<file path="src/rtl/patdet_param.sv">
// Serial pattern detector with a loadable pattern register, optional overlapping
// detection and a saturating match counter.
module patdet_param #(
    parameter int                 PAT_LEN  = 4,
    parameter logic [PAT_LEN-1:0] PAT_INIT = 4'b1110,
    parameter int                 OVERLAP  = 1,
    parameter int                 CNT_W    = 8
) (
    input  logic               clk,
    input  logic               rst,
    input  logic               en,
    input  logic               data,
    input  logic               load,
    input  logic [PAT_LEN-1:0] pat_in,
    input  logic               cnt_clr,
    output logic               match,
    output logic [CNT_W-1:0]   match_cnt
);

    localparam int FW = (PAT_LEN > 2) ? $clog2(PAT_LEN) : 1;
    localparam logic [FW-1:0] FILL_FULL = FW'(PAT_LEN - 1);

    logic [PAT_LEN-1:0] pattern;
    logic [PAT_LEN-2:0] history;
    logic [FW-1:0]      fill;
    logic [PAT_LEN-1:0] window;
    logic               accept;
    logic               full;
    logic               detect;

    // The window is the candidate match: oldest history bit lines up with pattern MSB.
    assign window = {history, data};
    assign accept = en & ~load;
    assign full   = (fill == FILL_FULL);
    assign detect = accept & full & (window == pattern);

    always_ff @(posedge clk or posedge rst) begin
        if (rst) begin
            pattern   <= PAT_INIT;
            history   <= '0;
            fill      <= '0;
            match     <= 1'b0;
            match_cnt <= '0;
        end else begin
            match <= detect;

            if (load) begin
                pattern <= pat_in;
                fill    <= '0;
            end else if (accept) begin
                history <= window[PAT_LEN-2:0];
                if (detect && (OVERLAP == 0))
                    fill <= '0;
                else if (!full)
                    fill <= fill + FW'(1);
            end

            // Clear takes priority over a coincident detect.
            if (cnt_clr)
                match_cnt <= '0;
            else if (detect && (match_cnt != {CNT_W{1'b1}}))
                match_cnt <= match_cnt + CNT_W'(1);
        end
    end

endmodule

</file>
<file path="config.mk">
export PLATFORM = sky130hd
export DESIGN_NAME = patdet_param
export DESIGN_NICKNAME = d
export VERILOG_FILES = /design/src/rtl/patdet_param.sv
export SDC_FILE = /design/constraint.sdc
export NUM_CORES = 1
export LEC_CHECK = 0
export ABC_CLOCK_PERIOD_IN_PS = 2200
export CORE_MARGIN = 2
export CORE_UTILIZATION = 49
export DETAILED_ROUTE_END_ITERATION = 7
export PLACE_DENSITY_LB_ADDON = 0.1
export SLEW_MARGIN = 5
export SYNTH_ARGS = -nofsm -noshare
export SYNTH_HDL_FRONTEND = slang
export SYNTH_SLANG_ARGS = --single-unit
</file>
<file path="constraint.sdc">
create_clock -name clk -period 2.2 [get_ports clk]
set_clock_uncertainty 0.05 [all_clocks]
set_input_delay 0.22 -clock clk [delete_from_list [all_inputs] [get_ports clk]]
set_output_delay 0.22 -clock clk [all_outputs]
set_load 0.01 [all_outputs]
</file>
Word level (Yosys, flattened, before mapping). Cells that the tools add are included.

Register bits after elaboration: 18. Bits in latches: 0. RAM bits: 0. Bits in read-only memories: 0. Bits of input ports: 10. Output and inout bits: 9. Logic and storage cells: 25. Memories kept: 0.

Add/subtract/negate cells: 2. $mul: 0. Div/mod/pow operators: 0. $lt $le $gt $ge: 0. Eq/ne operators: 4. Shifts and indexed selects: 0. Muxes and demuxes: 5. Bitwise gates (word level): 4. Reduce and logical (&&, ||, !) cells: 5.

Operators with widths (count): $mux 8 (2); $add 8x1->8 const B (1); $ne 8x8->1 const B (1); $mux 2 (3); $eq 4x4->1 (1); $reduce_and 2->1 (2); $reduce_bool 2->1 (2); $and 1x1->1 (3); $add 2x1->2 const B (1); $eq 2x2->1 const B (1); $ne 2x2->1 const B (1); $logic_and 1x1->1 (1); $not 1->1 (1).

Depth between registers and ports, before layout.
Depth in word-level cells: 7. Gate-level depth with buffers: 6. Mapped depth without buffers: 5.

Worst setup path before layout. No wires, ideal clock.

Path kind: reg-to-reg. Start point: reg match_cnt[0]. End point: reg match_cnt[2]. Setup time: 0.078 ns. Arrival: 1.587 ns. Required time: 2.072 ns. Slack: 0.485 ns. Stages on the path, launching flop included: 7. Path buffers: 1. Clock period less this slack: 1.715 ns. Path through: dfrtp_1 > ha_1 > nand3_1 > o2111ai_2 > buf_6 > or4_1 > a21oi_1.

Longest elaborated chain between the ends: 3. Elaborated cells on any way between the ends: 6. Those cells by class: add/sub (1); eq/ne (1); mux (2); reduce/logical (2).

Ends and longest elaborated chain: from (decl) (RTL line 17) `output logic [CNT_W-1:0] match_cnt`; from (signal assigned) (RTL line 62) `match_cnt <= match_cnt + CNT_W'(1);`; $add 8x1->8 / $ne 8x8->1 (equally long branches) (RTL line 62, 61); $mux 8 / $logic_and 1x1->1 (equally long branches) (RTL line 61) `else if (detect && (match_cnt != {CNT_W{1'b1}}))`; $mux 8 / $reduce_bool 2->1 (equally long branches).

Parallel ways exist; a longest one is shown, timed or not. The select of a mux whose other input is x is not followed. A chain may end at the register's enable or synchronous reset.

Worst setup path in the final report.
Start point: reg match_cnt[0]. End point: reg match_cnt[4].

Same word-level chain as after synthesis.

==> impl_metrics.ini <==
[clocking]
postCtsSetupBuffers = 0
clkSinkCount = 18
clockBufferDepth = 2
cts-htree-levels = 1
cts_tree = done
tritoncts.num_buffers = 3
clk-insertion-delay-late_ns = 0.29
hold_fix_buffers_at_cts = 0
postCtsResizedCells = 0
clk_pin_slew_worst_paths_ns = 0.10
clock_tree.root_cell = sky130_fd_sc_hd__clkbuf_4

[critical_path]
critical_path_cell_by_cell = ha_1 -> nand3_1 -> o2111ai_2 -> or4_1 -> a21oi_1
timing.setup.critical_path_class = reg2reg
cp_slowest_cell = sky130_fd_sc_hd__or4_1
critPathBufInv = 0
worstRegToRegCells = 5
timing.critical_path.slowest_cell_delay_ns = 0.55
cp-endpoint = match_cnt[4]
worstSetupEndpointType = register
critical_path_required_ns = 2.37
worstReg2RegEnd = match_cnt[4]
cp_data_arrival_time_ns = 2.11
reg2reg_from = match_cnt[0]
timing.critical_path.from_type = register
critical_path_peak_fanout = 12
number_of_cells_on_the_critical_path = 5
r2r_slack_ns = 0.27
path_delay_family = simple AND/OR/NAND/NOR gates
critPathLaunch = match_cnt[0]

[yosys]
synth-main-ff-cell = sky130_fd_sc_hd__dfrtp_1
yosysTopAreaCell = sky130_fd_sc_hd__dfrtp_1
synth-seq-area-share_pct = 47.8
ys.warnings.count = 0
post_synth_edffs = 0
post_synth_main_area_contributors = sky130_fd_sc_hd__dfrtp_1, sky130_fd_sc_hd__dfstp_2, sky130_fd_sc_hd__mux2_2
synth-async-reset-ratio_pct = 100
syn_area_per_cell_um2 = 11.6
synth.distinct_cells = 33
ys_seq_elements = 18
syn-num-nets = 94
synth_top_cell_area_share_pct = 39.5
syn-cell-area_um2 = 950
post_synth_inst_count = 82

[drt]
vias_per_cell = 5.71
drt_first_iter_violations = 11
routed_wl_um = 1790
drt_pass1_iterations = 4
drc_errors = 0
final_routed_wire_length_divided_by_cell_count_um = 14.2
ant_nets = 0
via_count = 720

[finish]
drive_above_1_share_pct = 18.8
layout.cell_area.non_filler_mm2 = 0.00117
insertedDiodeCount = 0
final_nets = 114
filler_cell_count = 151
area_delta_synth_final_pct = 23.6
final_common_cell = sky130_fd_sc_hd__clkdlybuf4s50_1
mostFrequentLayoutCells = sky130_fd_sc_hd__clkdlybuf4s50_1, sky130_fd_sc_hd__dfrtp_1, sky130_fd_sc_hd__mux2_2, sky130_fd_sc_hd__a21oi_1, sky130_fd_sc_hd__nand3_1

[global_routing]
grt_overflow = 0
grt_pass1_wl_um = 2870
grt_util_met3_pct = 3.40
grt_util_met2_pct = 30.4
grt_util_met1_pct = 23.6
grt_use_total_pct = 18.2
gr-max-usage-layer = met2
grt_antenna_before_repair = 0
grt_pass1_vias = 646
grt_max_degree = 19

[place]
place_congestion = 0.813
placement.io_buffers = 18
placement.cell_area_mm2 = 0.00114

[sta]
max_clock_freq_ghz = 0.517
hold_viol = 0
final.min_clock_period_ns = 1.93
timing.final.max_slew_violations = 0
setup_viol = 0
final_min_period_over_clock_period_pct = 87.9
tightest_slew_ns = 0.687
fin_setup_tns_ns = 0
rsz0062_at_grt = no
worst_slew_margin_rel_pct = 54.2

[floorplan]
start_util_pct = 53.3
top_level_ports = 19
placeableCoreArea_mm2 = 0.00178
floorplan.die_area_mm2 = 0.00231
num_rows = 15
chipHeight_um = 48.0
x_dimension_of_the_die_um = 48.0

[pwr]
p_seq_share_pct = 54.1
power.ir.vdd_worst_v = 0.000414
p_comb_share_pct = 17.1
sw_frac_of_total_pct = 25.4
netSwitchingPower_uw = 180
p_leak_nw = 0.452
intPower_uw = 529
power-per-cell-area_mw_per_mm2 = 604
clock_power_share_pct = 28.8

[outcome]
status = complete, no violations

[flow_run]
max_cap_viol_count = 0

[hold_path]
worst_hold_path_type = in2async
==> logic make-up after synthesis <==
logic type / Yosys count / synth area share (%)
mux: 8 / 9.35
flops: 18 / 47.8
buf+inv: 6 / 4.08
simple gates: 24 / 15.5
xor+xnor: 5 / 6.59
fa+ha+maj: 2 / 2.63
compound gates: 19 / 14.0
==> power groups by stage <==
stage	Sequential (mW)	Combinational (mW)	Clock, mW
4_1_cts	0.384	0.123	0.210
5_1_grt	0.388	0.136	0.223
3_3_place_gp	0.389	0.120	0
3_5_place_dp	0.391	0.123	0
6_report	0.383	0.121	0.204
2_1_floorplan	0.386	0.0949	0
==> flip-flops by register name, indices dropped and copies added, names as in the netlist <==
signal     count
pattern        4
match          1
match_cnt      8
fill           2
history        3
==> worst min-delay path by stage <==
stage	startpoint	endpoint	slack [ns]	cells past startpoint
floorplan	rst	fill[0]	0.11	1
global placement	fill[1]	fill[1]	0.46	2
detailed placement	fill[1]	fill[1]	0.48	2
CTS	rst	fill[0]	0.30	2
global route	rst	match_cnt[2]	0.36	2
finish	rst	fill[0]	0.28	2
==> layer usage <==
layer  share of wire (%)  wire, um  vias up
li1                    -         -      347
met3                 3.6        64        5
met5                   0         0        -
met2                  49       882       17
met1                  46       813      351
met4                 1.4        25        0
==> cells in the mapped netlist (2+ instances only) <==
library cell,instances
sky130_fd_sc_hd__nor2_1,4
sky130_fd_sc_hd__dfstp_2,3
sky130_fd_sc_hd__or4_1,4
sky130_fd_sc_hd__o21ai_0,2
sky130_fd_sc_hd__nand3_1,5
sky130_fd_sc_hd__mux2_2,7
sky130_fd_sc_hd__nand2_1,2
sky130_fd_sc_hd__dfrtp_1,15
sky130_fd_sc_hd__xnor2_1,4
sky130_fd_sc_hd__inv_1,2
sky130_fd_sc_hd__buf_6,2
sky130_fd_sc_hd__o31ai_1,4
sky130_fd_sc_hd__a21oi_1,7
sky130_fd_sc_hd__ha_1,2
==> per-stage QoR <==
step	setup WS (ns)	std cells	utilization, %	total power [mW]	hold WS, ns
floorplan	0.485	82	-	0.481	0.106
global placement	0.170	122	63.8	0.509	0.457
detailed placement	0.128	122	63.8	0.513	0.479
CTS	0.278	126	65.8	0.717	0.298
global route	0.160	126	65.8	0.747	0.356
finish	0.265	126	65.8	0.708	0.278
==> layout make-up <==
| cell class | instances | area (um2) | area share [%] |
|---|---|---|---|
| multi-input combinational | 58 | 457 | 38.9 |
| inverter | 2 | 7.51 | 0.640 |
| clock buffer | 4 | 36.3 | 3.09 |
| timing repair buffer | 19 | 188 | 16.0 |
| tap | 25 | 31.3 | 2.67 |
| sequential | 18 | 454 | 38.7 |
Power figures use the tool's default switching activity.
